## config.mk

```make
export PLATFORM = sky130hd
export DESIGN_NAME = timer_int_ctrl_flat
export DESIGN_NICKNAME = d
export VERILOG_FILES = /design/src/rtl/timer_int_pkg.sv /design/src/rtl/timer_int_ctrl_if.sv /design/src/rtl/timer_int_prio_enc.sv /design/src/rtl/timer_int_ctrl.sv /design/src/flat_wrapper.sv
export SDC_FILE = /design/constraint.sdc
export NUM_CORES = 1
export LEC_CHECK = 0
export ABC_AREA = 1
export CAP_MARGIN = 20
export CORE_MARGIN = 4
export CORE_UTILIZATION = 48
export DETAILED_ROUTE_END_ITERATION = 16
export PLACE_DENSITY = 0.81
export SLEW_MARGIN = 15
export SYNTH_ARGS = -nofsm -noshare
export SYNTH_HDL_FRONTEND = slang
export SYNTH_SLANG_ARGS = --single-unit
```

## constraint.sdc

```tcl
create_clock -name sys_clk -period 1.7 [get_ports sys_clk]
set_input_delay 0.34 -clock sys_clk [delete_from_list [all_inputs] [get_ports sys_clk]]
set_output_delay 0.34 -clock sys_clk [all_outputs]
set_load 0.005 [all_outputs]
```

## src/rtl/timer_int_pkg.sv

```systemverilog
// timer_int_pkg: shared state encoding, hold length and clog2 helper for the timer interrupt controller
package timer_int_pkg;
  typedef enum logic [2:0] {IDLE, REQ, SERVICE, CLEAR, HOLD} state_t;
  localparam int HOLD_CYCLES = 2;
  function automatic int clog2(input int v);
    int r;
    r = 0;
    while ((1 << r) < v) r++;
    return r;
  endfunction
endpackage

```

## src/rtl/timer_int_ctrl_if.sv

```systemverilog
// timer_int_ctrl_if: CPU-side interrupt request/acknowledge handshake
interface timer_int_ctrl_if #(parameter int ID_W = 2);
  logic irq_req;
  logic [ID_W-1:0] irq_id;
  logic irq_ack;
  logic irq_eoi;
  modport master(output irq_req, irq_id, input irq_ack, irq_eoi);
  modport slave(input irq_req, irq_id, output irq_ack, irq_eoi);
endinterface

```

## src/rtl/timer_int_prio_enc.sv

```systemverilog
// timer_int_prio_enc: lowest-index-first priority encoder
module timer_int_prio_enc #(
  parameter int N = 4,
  parameter int W = 2
) (
  input  logic [N-1:0] vec,
  output logic         valid,
  output logic [W-1:0] idx
);
  always_comb begin
    idx = '0;
    for (int i = N - 1; i >= 0; i--) if (vec[i]) idx = W'(i);
    valid = |vec;
  end
endmodule

```

## src/rtl/timer_int_ctrl.sv

```systemverilog
// timer_int_ctrl: fixed-priority arbiter presenting timer interrupts to the CPU and clearing the serviced source
module timer_int_ctrl
  import timer_int_pkg::*;
#(
  parameter int NUM_SRC     = 4,
  parameter int ID_W        = 2,
  parameter int ACK_TIMEOUT = 16
) (
  input  logic                sys_clk,
  input  logic                sys_rst,
  input  logic [NUM_SRC-1:0]  tim_int,
  input  logic [NUM_SRC-1:0]  src_mask,
  timer_int_ctrl_if.master    cpu,
  output logic [NUM_SRC-1:0]  pending_clear,
  output logic                busy,
  output logic                timeout_evt
);
  localparam int CNT_W = clog2(ACK_TIMEOUT + 1);
  state_t state, nstate;
  logic [NUM_SRC-1:0] tim_int_q, cand, clr_d;
  logic [ID_W-1:0] id_q, id_d, win;
  logic [CNT_W-1:0] cnt, cnt_d;
  logic [1:0] hold, hold_d;
  logic req_q, req_d, tevt_d, valid;
  assign cand = tim_int_q & ~src_mask;
  assign cpu.irq_req = req_q;
  assign cpu.irq_id = id_q;
  timer_int_prio_enc #(.N(NUM_SRC), .W(ID_W)) u_enc (
    .vec(cand),
    .valid(valid),
    .idx(win)
  );
  always_ff @(posedge sys_clk) begin
    if (sys_rst) begin
      state <= IDLE;
      tim_int_q <= '0;
      req_q <= 1'b0;
      id_q <= '0;
      pending_clear <= '0;
      busy <= 1'b0;
      timeout_evt <= 1'b0;
      cnt <= '0;
      hold <= '0;
    end else begin
      state <= nstate;
      tim_int_q <= tim_int;
      req_q <= req_d;
      id_q <= id_d;
      pending_clear <= clr_d;
      busy <= nstate != IDLE;
      timeout_evt <= tevt_d;
      cnt <= cnt_d;
      hold <= hold_d;
    end
  end
  // Priority inside REQ: ack, then source loss, then timeout expiry
  always_comb begin
    nstate = state;
    req_d = req_q;
    id_d = id_q;
    clr_d = '0;
    tevt_d = 1'b0;
    cnt_d = '0;
    hold_d = '0;
    case (state)
      IDLE: if (valid) begin
        nstate = REQ;
        req_d = 1'b1;
        id_d = win;
      end
      REQ: if (cpu.irq_ack) begin
        nstate = SERVICE;
        req_d = 1'b0;
      end else if (!cand[id_q]) begin
        nstate = IDLE;
        req_d = 1'b0;
      end else if (cnt == CNT_W'(ACK_TIMEOUT - 1)) begin
        nstate = IDLE;
        req_d = 1'b0;
        tevt_d = 1'b1;
      end else cnt_d = (cnt == '1) ? cnt : cnt + 1'b1;
      SERVICE: if (cpu.irq_eoi) begin
        nstate = CLEAR;
        clr_d = NUM_SRC'(1) << id_q;
      end
      CLEAR: nstate = HOLD;
      HOLD: if (hold == 2'(HOLD_CYCLES - 1)) nstate = IDLE; else hold_d = hold + 1'b1;
      default: nstate = IDLE;
    endcase
  end
endmodule

```

## src/flat_wrapper.sv

```systemverilog
// flat-port wrapper written by rule: the top's interface ports become plain ports
module timer_int_ctrl_flat import timer_int_pkg::*;
#(
  parameter int NUM_SRC     = 4,
  parameter int ID_W        = 2,
  parameter int ACK_TIMEOUT = 16
)
  (sys_clk, sys_rst, tim_int, src_mask, pending_clear, busy, timeout_evt, cpu_irq_req, cpu_irq_id, cpu_irq_ack, cpu_irq_eoi);
  timer_int_ctrl_if #(.ID_W(ID_W)) cpu_i ();
  input  logic sys_clk;
  input  logic sys_rst;
  input  logic [NUM_SRC-1:0] tim_int;
  input  logic [NUM_SRC-1:0] src_mask;
  output logic [NUM_SRC-1:0] pending_clear;
  output logic busy;
  output logic timeout_evt;
  output wire logic [$bits(cpu_i.irq_req)-1:0] cpu_irq_req;
  output wire logic [$bits(cpu_i.irq_id)-1:0] cpu_irq_id;
  input wire logic [$bits(cpu_i.irq_ack)-1:0] cpu_irq_ack;
  input wire logic [$bits(cpu_i.irq_eoi)-1:0] cpu_irq_eoi;
  assign cpu_irq_req = cpu_i.irq_req;
  assign cpu_irq_id = cpu_i.irq_id;
  assign cpu_i.irq_ack = cpu_irq_ack;
  assign cpu_i.irq_eoi = cpu_irq_eoi;
  timer_int_ctrl #(.NUM_SRC(NUM_SRC), .ID_W(ID_W), .ACK_TIMEOUT(ACK_TIMEOUT)) u_core (.sys_clk(sys_clk), .sys_rst(sys_rst), .tim_int(tim_int), .src_mask(src_mask), .cpu(cpu_i), .pending_clear(pending_clear), .busy(busy), .timeout_evt(timeout_evt));
endmodule
```

==> results of run 1 <==
[power groups by stage]
| stage | Combinational, mW | Sequential, mW | Clock, mW |
|---|---|---|---|
| global route | 0.155 | 0.574 | 0.276 |
| floorplan | 0.0704 | 0.585 | 0 |
| global placement | 0.134 | 0.584 | 0 |
| finish | 0.139 | 0.572 | 0.252 |
| detailed placement | 0.138 | 0.584 | 0 |
| CTS | 0.140 | 0.572 | 0.257 |
[synth_stat cells]
cell / instances / area [sq um]
mux2i_1: 1 / 10.0
nand4_1: 4 / 25.0
inv_1: 24 / 90.1
dfxtp_1: 23 / 460
o21ai_0: 1 / 5.00
inv_2: 1 / 3.75
nor2_1: 25 / 93.8
nand2_2: 1 / 6.26
buf_2: 1 / 5.00
nor2_4: 1 / 11.3
nand2_1: 21 / 78.8
nand3_1: 12 / 60.1
nand3_2: 3 / 30.0
ha_1: 4 / 50.1
xor2_1: 3 / 26.3
a21oi_1: 5 / 25.0
[worst max path at each step]
stage	start	endpoint	slack [ns]	depth (start not counted)
floorplan	u_core.cnt[0]$_SDFFE_PP0P_	u_core.cnt[2]$_SDFFE_PP0P_	0.32	9
global placement	src_mask[0]	u_core.busy$_SDFF_PP0_	0.20	10
detailed placement	u_core.cnt[0]$_SDFFE_PP0P_	u_core.cnt[2]$_SDFFE_PP0P_	0.14	9
CTS	u_core.cpu.irq_id[1]$_SDFFE_PP0P_	cpu_irq_id[1]	0.08	1
global route	u_core.cpu.irq_id[1]$_SDFFE_PP0P_	cpu_irq_id[1]	0.03	1
finish	u_core.cpu.irq_id[1]$_SDFFE_PP0P_	cpu_irq_id[1]	0.08	1
[timing repair]
action	in CTS	in global routing
gates resized for setup	0	1
setup endpoints to repair	0	2
buffers inserted	0	2
hold buffers	0	0
[cell type report]
class	count	area share (%)
multi-input cells	81	33.4
well taps	27	2.66
repair buffers	24	18.1
clock buffers	4	2.07
flip-flops and latches	23	36.3
inverters	25	7.40
[stage by stage]
stage / utilization, % / hold WS, ns / power [mW] / setup slack, ns
CTS: 64.4 / 0.445 / 0.968 / 0.0790
floorplan: - / 0.399 / 0.655 / 0.323
finish: 65.3 / 0.434 / 0.963 / 0.0755
detailed placement: 63.1 / 0.427 / 0.722 / 0.141
global route: 65.3 / 0.464 / 1.01 / 0.0273
global placement: 63.1 / 0.408 / 0.718 / 0.202
[flip-flops by register name, summed over array words and instances (netlist names)]
name and cells:
u_core.state 3, u_core.timeout_evt 1, u_core.cpu.irq_req 1, u_core.busy 1, u_core.hold 2, u_core.pending_clear 4, u_core.tim_int_q 4, u_core.cnt 5
u_core.cpu.irq_id 2
[cells by family after synthesis]
| kind of cell | share of synthesized area, % |
|---|---|
| adder cells (fa/ha/maj) | 5.10 |
| XOR/XNOR | 2.68 |
| flip-flops | 46.9 |
| buffers and inverters | 10.1 |
| AND/OR/NAND/NOR | 31.1 |
| AO/OA/AOI/OAI | 3.06 |
| multiplexers | 1.02 |
[per-layer routing]
metal	share of wire, %	GRT usage [%]	vias to the layer above
li1	-	-	457
met1	40	16.5	386
met2	51	26.5	22
met3	6.6	3.10	5
met4	2.2	7.66	0
met5	0	0	-
==> summary.log, run 1 <==
[synth] proportion of synthesized chip area in sequential cells 46.9%
[timing] slew at the pin with the worst max-slew slack 0.244 ns
[die] initial core utilization 50.5%
[worst_setup_path] setup slack, reg-to-reg 0.23 ns
[power_and_ir_drop] switching power 0.243 mW
[worst_setup_path] logic depth of the worst register-to-register path 9
[global_routing] Congestion Overflow GR 0
[synth] post-synthesis instance total 130
[hold_path] end of the worst hold path u_core.hold[0]$_SDFF_PP0_
[timing] number of max-slew violations in the final report 0
[routing] DRC 0
[place] port buffer count 20
[final_layout] # nets final 174
[place] placed insts 178
[place] global placement routability congestion 0.778
[worst_setup_path] Worst Path Class, Setup reg2out
[timing] final setup fails 0
[routing] Initial DRC Count 25
[global_routing] initial antenna violation count 0
[worst_setup_path] Critical Path AT 1.28 ns
[final_layout] Multi-input gate area 424 sq um
[worst_setup_path] maximum net fanout on the critical path 5
[clock_tree] clock-pin slew reported for the worst setup and hold paths after clock tree synthesis 0.12 ns
[synth] Cell variety after synth 16
[routing] via/cell ratio 4.73
[power_and_ir_drop] power density relative to cell area 759 nW/um^2
[clock_tree] TritonCTS clock tree yes
[power_and_ir_drop] Max rail drop VDD 434 uV
[die] number of top-level design ports 21
[global_routing] pin count of the biggest net entering global routing 13
[power_and_ir_drop] static leakage power 0.567 nW
[routing] sum of routed wire length over all layers 1880 um
[routing] total via count after detailed routing 870
[die] height of the die 53.2 um
[synth] Mean Syn Cell Area 7.55 sq um
[place] hpwl dp 1490 um
[worst_setup_path] CP top delay family buffers and inverters
[power_and_ir_drop] part of the power in the clock network 26.2%
[clock_tree] number of buffers created by CTS 3
[timing] RSZ-0062 raised after global routing false
[final_layout] diode insertion count for antenna repair 0
[worst_setup_path] buffering stage count on the worst path with inverters included 1
[timing] endpoints failing hold 0
[final_layout] final instance area 1270 sq um
[final_layout] post-synthesis to final-layout area growth 29.3%
[worst_setup_path] Reg2Reg Capture Point u_core.cnt[2]$_SDFFE_PP0P_
[final_layout] post-layout instance count excluding filler cells 184
[final_layout] commonest cells after routing, fill and taps aside nor2_1, inv_1, dfxtp_1
[synth] synthesized area 981 sq um
[die] die area 2830 sq um
[clock_tree] worst-skew pair later-pin latency 0.31 ns
[timing] upper clock frequency limit 0.616 GHz
[timing] total negative setup slack 0 ns
[clock_tree] H-Tree Level Count 1
[global_routing] global-route wire length before repair 3040 um
[place] Area after DPL 1220 sq um
[synth] number of synthesis warnings 0
[worst_setup_path] crit path launch type register
[routing] Routed wire per std cell 10.2 um
[outcome] outcome complete, no violations
[timing] post-layout min period 1.62 ns
[timing] Final Cycle Share 95.6%
[synth] flops & latches, synth 23
[worst_setup_path] Max stage delay cell, worst path clkdlybuf4s50_1
[die] placeable core area 1940 sq um
[final_layout] FF+latch area 460 sq um
[clock_tree] buffer cell driving the clock tree root clkbuf_4
[worst_setup_path] cell-by-cell listing of the critical path clkdlybuf4s50_1
[hold_path] Min-Delay Startpoint u_core.hold[0]$_SDFF_PP0_
[power_and_ir_drop] combinational group share of total power 14.5%
[power_and_ir_drop] switch share 25.2%
[clock_tree] number of clock sinks 23
[job] maximum capacitance violations 0
[routing] First-pass DRT Iterations 4
[die] Die X-Extent 53.2 um
[routing] final antenna-violating net count 0
[hold_path] cell depth of the worst min-delay path 1
[final_layout] most frequent standard cell in the layout excluding fill and tap cells nor2_1
[die] number of placement rows 16
[global_routing] via count of the first global-routing pass 754
[synth] nets in the synthesized netlist 146
[worst_setup_path] critical path endpoint category primary output
[timing] final worst clock skew 0.00438 ns
[worst_setup_path] CP Data Required Time 1.36 ns
[final_layout] share of final-layout standard cells stronger than drive strength 1 8.92%
[worst_setup_path] maximum cell stage delay along the critical path 0.54 ns
[hold_path] Hold WC Path Type reg2reg
[timing] headroom to the max-slew limit 83.7%
[global_routing] overall global routing resource usage 15.0%
[power_and_ir_drop] Int Pwr 0.720 mW
[clock_tree] maximum clock path buffer count 2
[final_layout] number of fillers in the final layout 170
[power_and_ir_drop] power share of the sequential group 59.3%
[worst_setup_path] critical register-to-register path startpoint u_core.cnt[0]$_SDFFE_PP0P_
No activity file was read; power rests on OpenSTA's default activity.
==> run 2, diff against run 1 <==
--- a/config.mk
+++ b/config.mk
@@ -11,6 +11,7 @@
 export CORE_UTILIZATION = 48
 export DETAILED_ROUTE_END_ITERATION = 16
 export PLACE_DENSITY = 0.81
+export SETUP_SLACK_MARGIN = 0.02
 export SLEW_MARGIN = 15
 export SYNTH_ARGS = -nofsm -noshare
 export SYNTH_HDL_FRONTEND = slang
==> results of run 2 <==
Same layout as run 1: the final DEF is identical, and so are final timing and power.
==> run 3, diff against run 2 <==
--- a/config.mk
+++ b/config.mk
@@ -7,6 +7,7 @@
 export LEC_CHECK = 0
 export ABC_AREA = 1
 export CAP_MARGIN = 20
+export CORE_ASPECT_RATIO = 1.5
 export CORE_MARGIN = 4
 export CORE_UTILIZATION = 48
 export DETAILED_ROUTE_END_ITERATION = 16
==> run 3 against run 2 <==
Net effect:
- register-to-register slack is essentially flat
- combinational power is essentially flat
- worst setup slack lost 0.0055 ns
- largest cell class unchanged
- die area grew 0.53%
- worst hold slack is essentially flat
- via count grew 2.0%
- maximum frequency shrank 0.34%
- clock skew grew 0.0010 ns
- non-clock buffer count is the same
- critical path type unchanged
- final area shrank 0.39%
==> summary.log, run 3 (same netlist as run 1, synthesis figures left out) <==
[outcome] outcome complete, no violations
[place] global placement routability congestion 0.773 [-0.55%]
[routing] via/cell ratio 4.98 [+5.4%]
[global_routing] Congestion Overflow GR 0 [unchanged]
[timing] final setup fails 0 [unchanged]
[routing] First-pass DRT Iterations 4 [unchanged]
[routing] sum of routed wire length over all layers 1900 um [+0.96%]
[die] number of top-level design ports 21 [unchanged]
[final_layout] commonest cells after routing, fill and taps aside inv_1, nor2_1, dfxtp_1
[global_routing] overall global routing resource usage 13.8% [-1.2 points]
[clock_tree] number of clock sinks 23 [unchanged]
[die] Die X-Extent 44.9 um [-16%]
[clock_tree] TritonCTS clock tree yes
[timing] post-layout min period 1.63 ns [+0.00555 ns]
[global_routing] pin count of the biggest net entering global routing 13 [unchanged]
[worst_setup_path] maximum net fanout on the critical path 5 [unchanged]
[clock_tree] number of buffers created by CTS 3 [unchanged]
[job] maximum capacitance violations 0 [unchanged]
[worst_setup_path] Max stage delay cell, worst path clkdlybuf4s50_1
[clock_tree] maximum clock path buffer count 2 [unchanged]
[place] placement-stage worst setup slack 0.130 ns [-0.0106 ns]
[clock_tree] buffer cell driving the clock tree root clkbuf_4
[routing] total via count after detailed routing 887 [+2.0%]
[worst_setup_path] cell-by-cell listing of the critical path clkdlybuf4s50_1
[place] port buffer count 20 [unchanged]
[final_layout] number of fillers in the final layout 153 [-10%]
[die] placeable core area 1880 sq um [-3.3%]
[worst_setup_path] buffering stage count on the worst path with inverters included 1 [unchanged]
[timing] Final Cycle Share 95.9% [+0.33 points]
[timing] headroom to the max-slew limit 86.1% [+2.4 points]
[timing] slew at the pin with the worst max-slew slack 0.208 ns [-0.0352 ns]
[worst_setup_path] crit path launch type register
[timing] worst setup margin 0.0700 ns [-0.00555 ns]
[final_layout] diode insertion count for antenna repair 0 [unchanged]
[place] placed insts 172 [-3.4%]
[hold_path] Hold WC Path Type reg2reg
[routing] DRC 0 [unchanged]
[worst_setup_path] Critical Path AT 1.29 ns [about the same]
[worst_setup_path] critical path endpoint category primary output
[timing] RSZ-0062 raised after global routing false
[final_layout] Top Registers u_core.cnt x5, u_core.pending_clear x4, u_core.tim_int_q x4
[timing] total negative setup slack 0 ns [unchanged]
[clock_tree] hold buffer count at CTS 0 [unchanged]
[power_and_ir_drop] power density relative to cell area 759 nW/um^2 [about the same]
[global_routing] global-route wire length before repair 2970 um [-2.3%]
[routing] Routed wire per std cell 10.7 um [+4.4%]
[final_layout] # nets final 174 [unchanged]
[clock_tree] worst-skew pair later-pin latency 0.31 ns [about the same]
[place] hpwl dp 1420 um [-4.7%]
[routing] final antenna-violating net count 0 [unchanged]
[final_layout] post-synthesis to final-layout area growth 28.8%
[final_layout] number of flip-flops in the largest register 5 [unchanged]
[worst_setup_path] CP Data Required Time 1.36 ns [about the same]
[final_layout] FF+latch area 460 sq um [unchanged]
[timing] endpoints failing hold 0 [unchanged]
[routing] Initial DRC Count 12 [-52%]
[power_and_ir_drop] Max rail drop VDD 662 uV [+53%]
[global_routing] via count of the first global-routing pass 831 [+10%]
[global_routing] initial antenna violation count 0 [unchanged]
[clock_tree] clock-pin slew reported for the worst setup and hold paths after clock tree synthesis 0.12 ns [about the same]
[timing] number of max-slew violations in the final report 0 [unchanged]
[final_layout] post-layout instance count excluding filler cells 178 [-3.3%]
[final_layout] Multi-input gate area 427 sq um [+0.59%]
[worst_setup_path] maximum cell stage delay along the critical path 0.54 ns [about the same]
[timing] final worst clock skew 0.00538 ns [+0.000997 ns]
[clock_tree] H-Tree Level Count 1 [unchanged]
[power_and_ir_drop] static leakage power 0.567 nW [about the same]
[worst_setup_path] CP top delay family buffers and inverters
[final_layout] share of final-layout standard cells stronger than drive strength 1 9.55% [+0.64 points]
[die] number of placement rows 19 [+3]
[die] height of the die 63.4 um [+19%]
[die] initial core utilization 52.2% [+1.7 points]
[final_layout] Biggest register u_core.cnt
[timing] upper clock frequency limit 0.613 GHz [-0.34%]
[die] die area 2850 sq um [+0.53%]
[worst_setup_path] Worst Path Class, Setup reg2out
[run 3: cell types whose count changed in the layout (fill, tap and decap cells not counted)]
cell	previous run	this run
nor2_1	25	24
nor2_2	0	1
[run 3: metal layers]
metal / wire (um) / global-route usage, %
met5: 0 / 0
met4: 41 / 8.42
met3: 69 / 2.56
met2: 1010 / 25.0
met1: 779 / 13.5
[run 3: cell type report]
class,instances,area share [%]
sequential,23,36.4
multi-input combinational,81,33.8
timing repair buffer,24,18.2
inverter,25,7.43
clock buffer,4,2.08
tap,21,2.08
[run 3: report_power, final]
part / total [mW] / internal, mW / switching (mW)
Combinational: 0.139 / 0.0687 / 0.0704
Clock: 0.247 / 0.0916 / 0.155
Sequential: 0.573 / 0.560 / 0.0128
[run 3: per-stage QoR]
stage	hold WS, ns	utilization, %	area [sq um]	total power [mW]
after floorplan	0.399	-	981	0.655
after global placement	0.407	64.8	1220	0.718
after detailed placement	0.419	64.8	1220	0.722
after CTS	0.435	66.2	1240	0.956
after global routing	0.462	67.3	1260	0.989
final	0.434	67.3	1260	0.959
[run 3: path summary, 6_finish.rpt]
check / start / to / slack, ns / depth (start not counted)
worst max register to register: u_core.cnt[0]$_SDFFE_PP0P_ / u_core.cnt[2]$_SDFFE_PP0P_ / 0.22 / 9
worst min-delay path: u_core.hold[0]$_SDFF_PP0_ / u_core.hold[0]$_SDFF_PP0_ / 0.43 / 1
worst max-delay path: u_core.cpu.irq_id[1]$_SDFFE_PP0P_ / cpu_irq_id[1] / 0.07 / 1
worst min register to register: u_core.hold[0]$_SDFF_PP0_ / u_core.hold[0]$_SDFF_PP0_ / 0.43 / 1
[run 3: what timing repair did]
| item | CTS | global route |
|---|---|---|
| endpoints found under the hold margin | 0 | 0 |
| setup buffers | 0 | 2 |
| gates resized for setup | 0 | 2 |
| setup endpoints to repair | 0 | 2 |
